$ cat config.mk
export PLATFORM = sky130hd
export DESIGN_NAME = tlu_word_packer
export DESIGN_NICKNAME = d
export VERILOG_FILES = /design/src/rtl/tlu_word_packer.sv
export SDC_FILE = /design/constraint.sdc
export NUM_CORES = 1
export LEC_CHECK = 0
export ABC_AREA = 1
export BUFFER_PORTS_ARGS = -buffer_cell sky130_fd_sc_hd__buf_2
export CORE_MARGIN = 8
export CORE_UTILIZATION = 55
export CTS_BUF_LIST = sky130_fd_sc_hd__clkbuf_8
export DETAILED_ROUTE_END_ITERATION = 10
export PLACE_DENSITY = 0.69
export SLEW_MARGIN = 20
export SYNTH_ARGS = -nofsm -noshare
export SYNTH_HDL_FRONTEND = slang
export SYNTH_SLANG_ARGS = --single-unit
$ cat constraint.sdc
create_clock -name BUS_CLK -period 4.53 [get_ports BUS_CLK]
set_clock_uncertainty 0.15 [all_clocks]
set_input_delay 0.906 -clock BUS_CLK [delete_from_list [all_inputs] [get_ports BUS_CLK]]
set_output_delay 0.906 -clock BUS_CLK [all_outputs]
set_load 0.1 [all_outputs]
$ cat src/rtl/tlu_word_packer.sv
// tlu_word_packer
//   Pops 16-bit words from the TLU readout FIFO, pairs them into 32-bit words
//   and buffers them in a small first-word-fall-through output FIFO. One
//   trigger record is 8 x 16-bit words, which gives 4 x 32-bit words:
//     pair 0 = LE, pair 1 = TIME_STAMP[31:0], pair 2 = TIME_STAMP[63:32],
//     pair 3 = TRIG_ID. Pair 0 is flagged with OUT_SOF and pair 3 with OUT_EOF.
//
// Ports
//   BUS_CLK, RST         clock, synchronous active-high reset
//   IN_DATA, IN_EMPTY    upstream word / upstream has no word
//   IN_READ              pop strobe, word consumed on the edge where it is 1
//   OUT_DATA/SOF/EOF     head of the output FIFO (zero while empty)
//   OUT_VALID/OUT_READY  output handshake, transfer when both are 1
//   RECORD_CNT           records written to the output FIFO, wraps
//   STALL_ERR            sticky: a partial record waited too long upstream
//   ID_ERR_CNT           saturating count of trigger-ID discontinuities
//
// Build option
//   TLU_PACKER_ID_CHECK_EN  when defined, every TRIG_ID is compared against
//                           the previous one + 1; otherwise ID_ERR_CNT is 0.
//
// States
//   LOW  | waiting for the low half of a pair (stored into lo_reg)
//   HIGH | waiting for the high half; its pop writes the pair to the FIFO

module tlu_word_packer #(
  parameter int DEPTH         = 16,
  parameter int STALL_TIMEOUT = 255
) (
  input  logic        BUS_CLK,
  input  logic        RST,
  input  logic [15:0] IN_DATA,
  input  logic        IN_EMPTY,
  output logic        IN_READ,
  output logic [31:0] OUT_DATA,
  output logic        OUT_SOF,
  output logic        OUT_EOF,
  output logic        OUT_VALID,
  input  logic        OUT_READY,
  output logic [15:0] RECORD_CNT,
  output logic        STALL_ERR,
  output logic [7:0]  ID_ERR_CNT
);

  localparam int AW = $clog2(DEPTH);
  localparam int TW = $clog2(STALL_TIMEOUT + 1);

  typedef enum logic {LOW, HIGH} state_t;

  state_t         state, state_nxt;
  logic [2:0]     widx;
  logic [15:0]    lo_reg;
  logic [33:0]    mem [DEPTH];
  logic [AW-1:0]  wr_ptr, rd_ptr;
  logic [AW:0]    count;
  logic           fifo_full, fifo_empty;
  logic           pop, wr_en, xfer, eof_wr;
  logic [33:0]    wr_entry, head;
  logic [TW-1:0]  stall_tmr;

  // Fullness comes from the registered count only, so a slot freed by a
  // transfer becomes poppable one cycle later and OUT_READY never reaches
  // IN_READ combinationally.
  assign fifo_full  = (count == (AW + 1)'(DEPTH));
  assign fifo_empty = (count == '0);
  assign IN_READ    = !IN_EMPTY && !fifo_full;
  assign pop        = IN_READ;
  assign xfer       = !fifo_empty && OUT_READY;

  // Entry layout: {EOF, SOF, high word, low word}
  assign wr_entry = {(widx == 3'd7), (widx == 3'd1), IN_DATA, lo_reg};
  assign eof_wr   = wr_en && (widx == 3'd7);

  always_ff @(posedge BUS_CLK) begin
    if (RST) begin
      state  <= LOW;
      widx   <= '0;
      lo_reg <= '0;
    end else begin
      state <= state_nxt;
      if (pop) begin
        widx <= widx + 3'd1;
        if (state == LOW) lo_reg <= IN_DATA;
      end
    end
  end

  always_comb begin
    state_nxt = state;
    wr_en     = 1'b0;
    case (state)
      LOW: begin
        if (pop) state_nxt = HIGH;
      end
      HIGH: begin
        if (pop) begin
          wr_en     = 1'b1;
          state_nxt = LOW;
        end
      end
      default: state_nxt = LOW;
    endcase
  end

  // Output FIFO storage; no reset needed, validity is tracked by count.
  always_ff @(posedge BUS_CLK) begin
    if (wr_en && !RST) mem[wr_ptr] <= wr_entry;
  end

  always_ff @(posedge BUS_CLK) begin
    if (RST) begin
      wr_ptr <= '0;
      rd_ptr <= '0;
      count  <= '0;
    end else begin
      if (wr_en) wr_ptr <= wr_ptr + 1'b1;
      if (xfer)  rd_ptr <= rd_ptr + 1'b1;
      case ({wr_en, xfer})
        2'b10:   count <= count + 1'b1;
        2'b01:   count <= count - 1'b1;
        default: count <= count;
      endcase
    end
  end

  assign head      = mem[rd_ptr];
  assign OUT_VALID = !fifo_empty;
  assign OUT_DATA  = fifo_empty ? 32'h0 : head[31:0];
  assign OUT_SOF   = !fifo_empty && head[32];
  assign OUT_EOF   = !fifo_empty && head[33];

  always_ff @(posedge BUS_CLK) begin
    if (RST) RECORD_CNT <= '0;
    else if (eof_wr) RECORD_CNT <= RECORD_CNT + 16'd1;
  end

  // Stall timer: down-counter reloaded on every pop and while no record is
  // in progress. It only counts while upstream is empty; a full FIFO is
  // backpressure, not a stall. Terminal count sets the sticky flag.
  always_ff @(posedge BUS_CLK) begin
    if (RST) begin
      stall_tmr <= TW'(STALL_TIMEOUT);
      STALL_ERR <= 1'b0;
    end else if (pop || widx == 3'd0) begin
      stall_tmr <= TW'(STALL_TIMEOUT);
    end else if (IN_EMPTY && !fifo_full && stall_tmr != '0) begin
      stall_tmr <= stall_tmr - 1'b1;
      if (stall_tmr == TW'(1)) STALL_ERR <= 1'b1;
    end
  end

`ifdef TLU_PACKER_ID_CHECK_EN
  logic [31:0] prev_id;
  logic        id_seen;
  logic [7:0]  id_err;
  logic [31:0] cur_id;

  assign cur_id = {IN_DATA, lo_reg};

  // The first record after reset only seeds prev_id.
  always_ff @(posedge BUS_CLK) begin
    if (RST) begin
      prev_id <= '0;
      id_seen <= 1'b0;
      id_err  <= '0;
    end else if (eof_wr) begin
      prev_id <= cur_id;
      id_seen <= 1'b1;
      if (id_seen && cur_id != prev_id + 32'd1 && id_err != 8'hFF)
        id_err <= id_err + 8'd1;
    end
  end

  assign ID_ERR_CNT = id_err;
`else
  assign ID_ERR_CNT = 8'h00;
`endif

endmodule

# Yosys cells after proc, flatten, opt, wreduce, memory -nomap -nowiden
# Memories as Yosys holds them, arrays and structs flattened. A register that Yosys moved wholly into a read port is not among the register bits.
# Cells that the tools add are included.
[op_classes] mux=10 add_sub_neg=7 n_eq_ne=6 n_bitwise=2 reduce_logical=20
[ops] op="2-to-1 mux 32 bit" n=1
[ops] op="adder 16 x 1 -> 16 bit (second input constant)" n=1
[ops] op="case mux 5 bit (2 select lines)" n=1
[ops] op="adder 4 x 1 -> 4 bit (second input constant)" n=2
[ops] op="equality test 8 x 1 -> 1 bit (second input constant)" n=1
[ops] op="logical AND 1 bit" n=8
[ops] op="2-to-1 mux 4 bit" n=2
[ops] op="nonzero test 8 bit" n=1
[ops] op="subtractor 8 x 1 -> 8 bit (second input constant)" n=1
[ops] op="adder 5 x 1 -> 5 bit (second input constant)" n=1
[ops] op="equality test 5 bit (second input constant)" n=1
[ops] op="logical NOT 5 bit" n=1
[ops] op="2-to-1 mux 1 bit" n=5
[ops] op="subtractor 5 x 1 -> 5 bit (second input constant)" n=1
[ops] op="logical NOT 1 bit" n=4
[ops] op="adder 3 x 1 -> 3 bit (second input constant)" n=1
[ops] op="equality test 3 x 1 -> 1 bit (second input constant)" n=1
[ops] op="equality test 3 bit (second input constant)" n=1
[ops] op="logical NOT 3 bit" n=1
[ops] op="AND reduction 3 bit" n=1
[ops] op="equality test 2 x 1 -> 1 bit (second input constant)" n=1
[ops] op="equality test 2 bit (second input constant)" n=1
[ops] op="inverter 1 bit" n=2
[ops] op="case mux 1 bit (2 select lines)" n=1
[ops] op="4 further kinds" n=4
[word_totals] out_inout_bits=61 word_cells=55 register_bits=58 mem_bits_rw=544 n_memories=1
[mem_list] name="mem" words=16 width=34 read_ports=1 rd_clocked_by_memory_dff=1 write_ports=1 line_no="53" text="logic [33:0] mem [DEPTH];"

# Depth between registers and ports, before layout
# Gate-level depths: netlist of run 1.
[depth] ltp_word=8 ltp_mapped=17 depth_no_buf=17

# Least setup slack after synthesis of run 1
# No wires, ideal clock.
[synth_path] path_kind="input port to flip-flop" start="input port IN_EMPTY" end="memory mem[0][0], enable pin" setup_ps=425 cell_stages=8 setup_slack_ps=27 t_required_ps=3955 arrival_time_ps=3928 n_path_buf=0 cell_sequence="inv_1 > nand2_1 > inv_1 > ha_1 > inv_1 > nor2_1 > nand2_1 > nor2_1"
[synth_via] elab_chain_cells=7
[synth_rtl] item="start, declared" line_no="33" text="input logic IN_EMPTY,"
[synth_rtl] item="logical NOT 1 bit" line_no="66" text="assign IN_READ = !IN_EMPTY && !fifo_full;"
[synth_rtl] item="logical AND 1 bit" line_no="66"
[synth_rtl] item="net IN_READ" line_no="34" text="output logic IN_READ,"
[synth_rtl] item="2-to-1 mux 1 bit" line_no="96" text="if (pop) begin"
[synth_rtl] item="2-to-1 mux 1 bit" line_no="91" text="case (state)"
[synth_rtl] item="net wr_en" line_no="57" text="logic pop, wr_en, xfer, eof_wr;"
[synth_rtl] item="logical AND 1 bit" line_no="107" text="if (wr_en && !RST) mem[wr_ptr] <= wr_entry;"
[synth_rtl] item="2-to-1 mux 1 bit" line_no="107"
[synth_rtl] item="2-to-1 mux 1 bit (not written as such)" line_no="107"
[synth_rtl] item="end, declared" line_no="53"
# The timed path passes the listed nets, and every way through them passes these cells.

==> flow_summary_export.csv, run 1 <==
group,metric,value,unit
worst_setup_path,worst-r2r-cell-count,10,
detailed_routing,drt-wirelength-per-cell,20.5,um
sta,totalNegativeSetupSlack,0,ns
yosys,asyncSetResetFlopFracSynth,0,%
cells_and_area,post_route_cells_drive_above_1_share,11.1,%
sta,worst_pin_slew,1.09,ns
cells_and_area,areaGrowthSynthToFinish,11.1,%
global_route,antenna_violations_before_repair,1,
clocking,post_cts_setup_buffers,0,
run,max_cap_viol_count,0,
clocking,h-tree-depth,3,
global_route,globalRoute.totalOverflow,0,
pwr,clockPowerShare,24.9,%
sta,grt_setup_unrepaired,"false",
yosys,synth_warnings,0,
worst_setup_path,critical_path_buf_inv_count,3,
worst_setup_path,path_cells,"inv_8 -> buf_4 -> nand2_1 -> nand3_1 -> nand3_1 -> nand2_1 -> nand2_1 -> a21oi_1 -> buf_2",
detailed_routing,total_via_count_in_the_routed_design,16700,
placement,port_buffers,72,
floorplanning,die_area,51900,um^2
worst_setup_path,timing.critical_path.fanout_max,84,
clocking,insertion_delay,0.67,ns
global_route,grt_use_total,22.8,%
detailed_routing,totalWireLength,60200,um
pwr,internal_power,9590,uW
clocking,cts_resized,0,
status,status,"complete, no violations",
clocking,clk_pin_slew_worst_paths,0.06,ns
clocking,clkSinkCount,606,
worst_hold_path,min_path_cells,2,
clocking,tritoncts,"done",
clocking,cts_inserted_buffers,95,
yosys,synth-edff-count,544,
detailed_routing,post_drt_via_cell_ratio,5.69,
sta,final-max-slew-violation-count,0,
pwr,p_comb_share,35.7,%
placement,gp_routability_congestion,0.793,
yosys,mappedNetlistArea,24700,um^2
worst_setup_path,max_stage_delay,0.48,ns
floorplanning,die_height,228,um
global_route,grt_pass1_wl,93600,um
cells_and_area,fin_nets,2322,
sta,timing.final.crit_period,4.06,ns
pwr,leakage,0.0104,uW
pwr,switching_share,41.7,%
yosys,synth.distinct_cells,35,
yosys,synth_top_flop_cell,"edfxtp_1",
worst_setup_path,endpoint_kind,"primary output",
pwr,power.share.sequential,39.4,%
yosys,ys_ff_latch,606,
worst_setup_path,cpMostUsedCell,"nand2_1",
worst_setup_path,data_arrival_time_at_the_worst_slack_endpoint,3.00,ns
global_route,first_global_vias,16900,
yosys,netlist_instances,2192,
global_route,grt_max_degree,143,
detailed_routing,postRouteAntennaNets,0,
sta,setup_viol_count_final,0,
pwr,net-switching-power,6860,uW
worst_setup_path,crit_path_top_delay_cell,"buf_2",
pwr,power_density,600,nW/um^2
worst_hold_path,worst_hold_path_type,"reg -> reg",
cells_and_area,antenna-diode-count,0,
sta,max_freq,246,MHz
yosys,avgSynthCellArea,11.3,um^2
floorplanning,core,44300,um^2
worst_setup_path,critical_path.top_delay_family,"buffers and inverters",
floorplanning,rows,77,
clocking,cts_hold_buffers,0,
sta,final_hold_slack,0.305,ns
floorplanning,initial_core_utilization,55.7,%
pwr,ir_drop,519,uV
detailed_routing,drt-initial-drc-count,1777,
sta,finalHoldViolations,0,
clocking,ctsLongestPathBuffers,3,
floorplanning,io_pins,81,
sta,min_period_over_period,89.6,%
clocking,cts_root_buffer,"clkbuf_8",
detailed_routing,dr.pass1.iters,5,
worst_setup_path,worstPathRequired,3.47,ns
sta,worst_slew_margin_rel,27.4,%
placement,dp.final_hpwl,32600,um
worst_setup_path,critPathKind,"reg -> out",
cells_and_area,largest_register_ffs,544,
floorplanning,chipWidth,228,um
worst_setup_path,crit_cells,9,
yosys,synth-seq-area-share,71.2,%
detailed_routing,post-route-drc-count,0,
worst_setup_path,timing.critical_path.from_type,"flip-flop",
[cells in the mapped netlist, types with 2 or more instances]
library cell	count	area share, %
ha_1	18	0.91
nand2_1	748	11
xor2_1	9	0.32
o211ai_1	6	0.18
nand4_1	7	0.18
buf_6	4	0.18
o21ai_0	32	0.65
nor2_1	80	1.2
xnor2_1	2	0.071
edfxtp_1	544	66
dfxtp_1	62	5.0
nor2_4	3	0.14
inv_1	46	0.70
buf_1	8	0.12
clkbuf_1	39	0.59
nand3_1	422	8.6
buf_4	19	0.58
nor3_1	5	0.10
a21oi_1	58	1.2
buf_2	60	1.2
inv_2	3	0.046
clkinv_1	3	0.046
o21a_1	2	0.061
[path summary, 6_finish.rpt]
kind	start	end	slack, ns
setup / recovery	flip-flop	OUT_DATA[1]	0.47
setup reg to reg	count[2]	mem[5][31]	1.33
hold / removal	STALL_ERR	STALL_ERR	0.30
hold reg to reg	STALL_ERR	STALL_ERR	0.30
[cell type report]
cell class / count / area, um^2
Clock inverter: 58 / 239
Timing Repair Buffer: 118 / 831
Multi-Input combinational cell: 1411 / 6400
Tap cell: 592 / 741
Sequential cell: 606 / 17600
Inverter: 52 / 205
Fill cell: 3463 / 16900
Clock buffer: 104 / 1430
[per-stage QoR]
| stage | setup slack (ns) | power (uW) | utilization [%] | cells | instance area [um^2] |
|---|---|---|---|---|---|
| after floorplan | 0.0265 | 11100 | - | 2199 | 24700 |
| after global placement | 0.969 | 12400 | 58.1 | 2779 | 25800 |
| after detailed placement | 0.895 | 12500 | 58.1 | 2779 | 25800 |
| after CTS | 0.417 | 16500 | 61.9 | 2941 | 27400 |
| after global routing | 0.289 | 17200 | 61.9 | 2941 | 27400 |
| final | 0.473 | 16500 | 61.9 | 2941 | 27400 |
[worst reg2reg max path, stage by stage (launching register included)]
cell and delay (ns):
dfxtp_1 0.36, inv_1 0.10, nand4_1 0.14, nand2_1 0.15, inv_1 0.20, ha_1 0.28, inv_1 0.15, nor2_1 0.21
nand2_1 0.28, nor2_4 0.61, buf_12 0.28
[placed cells by master (no fill, tap or decap), types with 14 or more instances in the layout]
cell / netlist / routed
edfxtp_1: 544 / 544
nor2_4: 3 / 19
clkinv_1: 3 / 14
buf_4: 19 / 36
ha_1: 18 / 18
dfxtp_1: 62 / 58
a21oi_1: 58 / 58
clkbuf_8: 0 / 104
o21ai_0: 32 / 32
nand2_1: 748 / 748
buf_2: 60 / 72
nor2_1: 80 / 64
inv_1: 46 / 86
nand3_1: 422 / 422
[cell families (layout without fill, tap and decap cells)]
| logic type | count (synthesis) | count (layout) | synth area share (%) |
|---|---|---|---|
| flip-flops | 606 | 606 | 71.2 |
| other | 1 | 8 | 0.0152 |
| buffers and inverters | 182 | 332 | 3.48 |
| AND/OR/NAND/NOR | 1273 | 1273 | 21.9 |
| adder cells (fa/ha/maj) | 18 | 18 | 0.912 |
| XOR/XNOR | 11 | 11 | 0.390 |
| AO/OA/AOI/OAI | 101 | 101 | 2.16 |
[routing by layer]
metal | wire, um | global-route usage (%) | up-vias
li1 | - | - | 7775
met1 | 24400 | 29.8 | 8095
met2 | 28900 | 37.4 | 737
met3 | 5100 | 4.59 | 123
met4 | 1820 | 8.62 | 2
met5 | 8 | 0 | -
[power groups by stage]
stage	sequential (uW)	combinational, uW	clock [uW]
4_1_cts	6490	5880	4170
6_report	6490	5870	4100
2_1_floorplan	6510	4630	0
3_5_place_dp	6600	5860	0
5_1_grt	6510	6300	4410
3_3_place_gp	6590	5770	0
Note: power is estimated with default switching activity, not from simulation.
==> run 2, diff against run 1 <==
--- a/config.mk
+++ b/config.mk
@@ -11,7 +11,7 @@
 export CORE_UTILIZATION = 55
 export CTS_BUF_LIST = sky130_fd_sc_hd__clkbuf_8
 export DETAILED_ROUTE_END_ITERATION = 10
-export PLACE_DENSITY = 0.69
+export PLACE_DENSITY_LB_ADDON = 0.12
 export SLEW_MARGIN = 20
 export SYNTH_ARGS = -nofsm -noshare
 export SYNTH_HDL_FRONTEND = slang
==> constraint.sdc (replaced) <==
create_clock -name BUS_CLK -period 4.53 [get_ports BUS_CLK]
set_clock_uncertainty 0.15 [all_clocks]
set_input_delay 0.453 -clock BUS_CLK [delete_from_list [all_inputs] [get_ports BUS_CLK]]
set_output_delay 0.453 -clock BUS_CLK [all_outputs]
set_load 0.1 [all_outputs]
==> flow_summary_export.csv, run 2 (synthesized netlist as in run 1, its figures left out) <==
group,metric,value,unit
detailed_routing,dr.pass1.iters,5,
detailed_routing,drt-wirelength-per-cell,20.5,um
global_route,grt_pass1_wl,94200,um
worst_hold_path,worst_hold_path_type,"in -> reg",
sta,max_freq,240,MHz
worst_setup_path,regToRegStartpoint,"count[0]",
worst_setup_path,critPathKind,"reg -> out",
pwr,ir_drop,1170,uV
placement,dp.final_hpwl,32400,um
worst_setup_path,data_arrival_time_at_the_worst_slack_endpoint,3.56,ns
clocking,clkSinkCount,606,
clocking,ctsLongestPathBuffers,3,
worst_setup_path,timing.critical_path.fanout_max,73,
sta,grt_setup_unrepaired,"false",
cells_and_area,final_common_cell,"nand2_1",
cells_and_area,largest_register_ffs,544,
sta,final-max-slew-violation-count,0,
global_route,grt_use_total,23.0,%
floorplanning,initial_core_utilization,55.7,%
clocking,insertion_delay,0.66,ns
pwr,leakage,0.0105,uW
worst_setup_path,worstPathRequired,3.93,ns
cells_and_area,regArea,17600,um^2
detailed_routing,totalWireLength,60700,um
global_route,antenna_violations_before_repair,1,
global_route,globalRoute.totalOverflow,0,
clocking,h-tree-depth,3,
placement,gp_routability_congestion,0.775,
cells_and_area,footprint_of_the_multi_input_gates,6400,um^2
clocking,tritoncts,"done",
floorplanning,die_height,228,um
clocking,clk_pin_slew_worst_paths,0.06,ns
global_route,grt_max_degree,137,
cells_and_area,num-fill-cells,3572,
floorplanning,core,44300,um^2
placement,port_buffers,72,
run,max_cap_viol_count,0,
sta,timing.final.crit_period,4.16,ns
sta,worst_pin_slew,0.987,ns
detailed_routing,postRouteAntennaNets,0,
detailed_routing,post_drt_via_cell_ratio,5.59,
worst_setup_path,endpoint_kind,"primary output",
worst_hold_path,hold_path.startpoint,"IN_DATA[7]",
floorplanning,chipWidth,228,um
detailed_routing,drt-initial-drc-count,1445,
detailed_routing,post-route-drc-count,0,
floorplanning,die_area,51900,um^2
sta,totalNegativeSetupSlack,0,ns
floorplanning,io_pins,81,
sta,finalHoldViolations,0,
sta,finalWorstSetupSlack,0.369,ns
cells_and_area,antenna-diode-count,0,
status,status,"complete, no violations",
pwr,power_density,613,nW/um^2
worst_setup_path,timing.critical_path.from_type,"flip-flop",
detailed_routing,total_via_count_in_the_routed_design,16600,
cells_and_area,most-common-layout-cells,"nand2_1, edfxtp_1, nand3_1",
placement,placement.setup.worst_slack,1.05,ns
sta,min_period_over_period,91.9,%
floorplanning,rows,77,
cells_and_area,areaGrowthSynthToFinish,12.5,%
cells_and_area,fin_nets,2326,
clocking,cts_inserted_buffers,97,
cells_and_area,post_route_cells_drive_above_1_share,12.2,%
sta,worst_slew_margin_rel,33.9,%
clocking,cts_root_buffer,"clkbuf_8",
sta,setup_viol_count_final,0,
global_route,first_global_vias,16600,
sta,final_hold_slack,0.0565,ns
[run 2: changes by cell type in the layout (fill, tap and decap cells not counted), sizes merged]
| cell | change |
|---|---|
| inv | -16 |
| clkinvlp | +4 |
| dlygate4sd3 | +5 |
| buf | -3 |
| clkbuf | +8 |
| clkinv | +17 |
| bufinv | +6 |
[run 2: per-layer routing]
metal  up-vias  track usage (%)  share of wire, %
li1       7797                -                 -
met1      8081             30.7                43
met2       575             38.5                48
met3        96             3.66               6.7
met4         2             7.08               2.2
met5         -                0             0.021
[run 2: path summary, 6_finish.rpt]
check,end,slack (ns),cells after the start
worst min-delay path,mem[3][23],0.06,1
worst max-delay path,OUT_DATA[4],0.37,8
worst min register to register,STALL_ERR,0.30,2
worst max register to register,mem[1][29],1.10,10
[run 2: repair_timing]
item                                    in CTS  in global routing
hold endpoints to repair                    14                  0
setup buffers                                0                  0
resized for setup                            0                  0
endpoints found under the setup margin       0                  0
hold buffers                                 5                  0
[run 2: area by class of cell]
cell class	count	share of cell area [%]
Sequential cell	606	63.3
Multi-Input combinational cell	1411	23.0
Clock buffer	112	5.55
Timing Repair Buffer	120	3.00
Tap cell	592	2.67
Clock inverter	69	1.70
Inverter	52	0.739
[run 2: worst max-delay path, stage by stage (launching register included)]
cell and delay, ns:
dfxtp_4 0.92, buf_4 0.65, nand2_1 0.13, nand3_1 0.13, nand3_1 0.11, nand2_1 0.09, nand2_1 0.05, a21oi_1 0.31
buf_2 0.50
[run 2: power by group]
part / total (uW) / internal (uW) / switching [uW]
Clock: 4760 / 2610 / 2150
Sequential: 6570 / 6300 / 277
Combinational: 5700 / 1200 / 4510
Total: 17000 / 10100 / 6930
[run 2: through the flow]
stage | instances | instance area (um^2) | power, uW | util [%]
after global placement | 2776 | 25700 | 12300 | 58.0
after CTS | 2962 | 27800 | 17200 | 62.7
final | 2962 | 27800 | 17000 | 62.7
after detailed placement | 2776 | 25700 | 12400 | 58.0
after global routing | 2962 | 27800 | 17900 | 62.7
after floorplan | 2199 | 24700 | 11100 | -
==> run 3, diff against run 2 <==
--- a/config.mk
+++ b/config.mk
@@ -5,7 +5,6 @@
 export SDC_FILE = /design/constraint.sdc
 export NUM_CORES = 1
 export LEC_CHECK = 0
-export ABC_AREA = 1
 export BUFFER_PORTS_ARGS = -buffer_cell sky130_fd_sc_hd__buf_2
 export CORE_MARGIN = 8
 export CORE_UTILIZATION = 55
==> flow_summary_export.csv, run 3 <==
group,metric,value,unit
status,status,"complete, no violations",
worst_setup_path,timing.critical_path.from_type,"flip-flop",
sta,grt_setup_unrepaired,"false",
pwr,p_comb_share,27.0,%
cells_and_area,utilization,62.2,%
sta,totalNegativeSetupSlack,0,ns
sta,finalHoldViolations,0,
worst_setup_path,critical_path_buf_inv_count,1,
yosys,synth-seq-area-share,74.0,%
floorplanning,die_height,224,um
clocking,post_cts_setup_buffers,0,
run,max_cap_viol_count,0,
worst_setup_path,worstSetupStartpoint,"count[0]",
yosys,netlist_instances,1214,
worst_setup_path,critPathKind,"reg -> out",
global_route,globalRoute.totalOverflow,0,
cells_and_area,antenna-diode-count,0,
yosys,synth.distinct_cells,61,
floorplanning,io_pins,81,
cells_and_area,most-common-layout-cells,"edfxtp_1, mux4_2, clkbuf_8",
floorplanning,die_area,50100,um^2
placement,gp_routability_congestion,0.774,
pwr,ir_drop,442,uV
worst_setup_path,crit_path_top_delay_cell,"nand2b_2",
cells_and_area,post_route_cells_drive_above_1_share,28.2,%
sta,max_freq,240,MHz
detailed_routing,postRouteAntennaNets,0,
worst_hold_path,hold_path.startpoint,"IN_DATA[0]",
cells_and_area,areaGrowthSynthToFinish,12.3,%
clocking,cts_root_buffer,"clkbuf_8",
yosys,ys_ff_latch,606,
cells_and_area,fin_nets,1389,
clocking,ctsLongestPathBuffers,3,
clocking,h-tree-depth,3,
clocking,clk_pin_slew_worst_paths,0.06,ns
sta,final_hold_slack,0.0646,ns
worst_setup_path,max_stage_delay,0.85,ns
worst_setup_path,data_arrival_time_at_the_worst_slack_endpoint,3.56,ns
floorplanning,core,42900,um^2
pwr,internal_power,9540,uW
pwr,net-switching-power,5370,uW
global_route,first_global_vias,12700,
detailed_routing,total_via_count_in_the_routed_design,12000,
placement,port_buffers,72,
pwr,clockPowerShare,29.5,%
yosys,avgSynthCellArea,19.6,um^2
placement,placed_cell_area,24800,um^2
cells_and_area,final_common_cell,"edfxtp_1",
clocking,tritoncts,"done",
worst_setup_path,endpoint_kind,"primary output",
cells_and_area,layout.cell_area.non_filler,26700,um^2
floorplanning,rows,76,
pwr,total_power,14900,uW
detailed_routing,post_drt_via_cell_ratio,5.96,
detailed_routing,drt-wirelength-per-cell,26.1,um
global_route,grt_pass1_wl,79600,um
floorplanning,initial_core_utilization,55.4,%
worst_setup_path,worstPathRequired,3.93,ns
yosys,synth_top_flop_cell,"edfxtp_1",
yosys,synth_largest_area_cell,"edfxtp_1",
worst_hold_path,worst_hold_path_type,"in -> reg",
clocking,insertion_delay,0.66,ns
detailed_routing,post-route-drc-count,0,
worst_setup_path,path_cells,"nor4_4 -> nand2b_4 -> nand2b_2 -> o211ai_1 -> buf_2",
global_route,grt_max_degree,45,
floorplanning,chipWidth,224,um
sta,min_period_over_period,91.8,%
cells_and_area,num-fill-cells,3082,
yosys,mappedNetlistArea,23800,um^2
sta,timing.final.crit_period,4.16,ns
sta,worst_pin_slew,1.06,ns
pwr,power_density,559,nW/um^2
yosys,ys_top_cells_by_area,"edfxtp_1, mux4_2, dfxtp_1",
sta,worst_slew_margin_rel,29.4,%
pwr,power.share.sequential,43.5,%
placement,dp.final_hpwl,31600,um
sta,final-max-slew-violation-count,0,
detailed_routing,totalWireLength,52500,um
yosys,asyncSetResetFlopFracSynth,0,%
yosys,synthMostInstantiatedCell,"edfxtp_1",
worst_setup_path,timing.critical_path.fanout_max,34,
pwr,switching_share,36.0,%
worst_setup_path,critical_path.top_delay_family,"simple AND/OR/NAND/NOR gates",
yosys,post_synth_most_frequent_cells,"edfxtp_1, mux4_2, nand3_1",
yosys,synth_top_cell_area_share,68.7,%
detailed_routing,drt-initial-drc-count,1092,
detailed_routing,dr.pass1.iters,5,
global_route,grt_use_total,21.4,%
yosys,synth_warnings,0,
clocking,cts_inserted_buffers,97,
pwr,leakage,0.00866,uW
global_route,antenna_violations_before_repair,0,
yosys,synth-edff-count,544,
worst_setup_path,regToRegStartpoint,"count[1]",
clocking,clkSinkCount,606,
sta,setup_viol_count_final,0,
cells_and_area,largest_register_ffs,544,
## run 3: cell count changes after synthesis, sizes merged, moves of 36 or more
cell / delta
nand2: -739
nand3: -345
mux4: +136
mux2i: +54
a21oi: -46
buf: -43
nor2: -39
inv: -36
## run 3: final timing paths
check	endpoint	slack, ns	cells after the start
setup reg to reg	mem[0][17]	0.81	7
hold / removal	mem[12][16]	0.06	1
hold reg to reg	STALL_ERR	0.31	1
setup / recovery	OUT_DATA[2]	0.37	5
## run 3: layout make-up
class	instances	area [um^2]	area share (%)
sequential	606	17600	65.9
multi-input combinational	524	5780	21.7
clock buffer	102	1400	5.26
tap	585	732	2.74
timing repair buffer	109	721	2.70
clock inverter	76	410	1.54
inverter	13	48.8	0.183
## run 3: stage by stage
step                cells  setup slack (ns)
finish               2015             0.371
CTS                  2015             0.303
floorplan            1221             0.474
global placement     1834             0.999
detailed placement   1834             0.851
global route         2015             0.155
## run 3: metal layers
layer / vias up / share of wire, % / track usage, %
li1: 5233 / - / -
met1: 6263 / 42 / 28.6
met2: 423 / 49 / 34.1
met3: 86 / 6.8 / 4.84
met4: 0 / 3.0 / 8.88
met5: - / 0 / 0
## run 3: kinds of logic after synthesis
kind of cell	share of synthesized area, %
other cells	0.0158
simple gates	4.85
flops	74.0
compound gates	2.25
buf+inv	2.04
mux	15.2
xor+xnor	0.774
fa+ha+maj	0.948
## run 3: power by group through the flow
stage | clock network (uW) | registers (uW) | logic, uW
2_1_floorplan | 0 | 6440 | 3400
3_3_place_gp | 0 | 6600 | 4060
3_5_place_dp | 0 | 6620 | 4080
4_1_cts | 4480 | 6500 | 4080
5_1_grt | 4730 | 6520 | 4230
6_report | 4400 | 6490 | 4030
## run 3: worst register-to-register path, stage by stage, from the launching register on
cell     delay, ns
dfxtp_1       0.50
nor4_4        0.14
a21oi_2       0.35
ha_1          0.47
inv_1         0.22
nor4_1        0.56
and2_2        0.71
buf_4         0.32
## run 3: what timing repair did
item	in CTS	in global routing
resized for setup	0	0
hold buffers	3	0
endpoints found under the hold margin	17	0
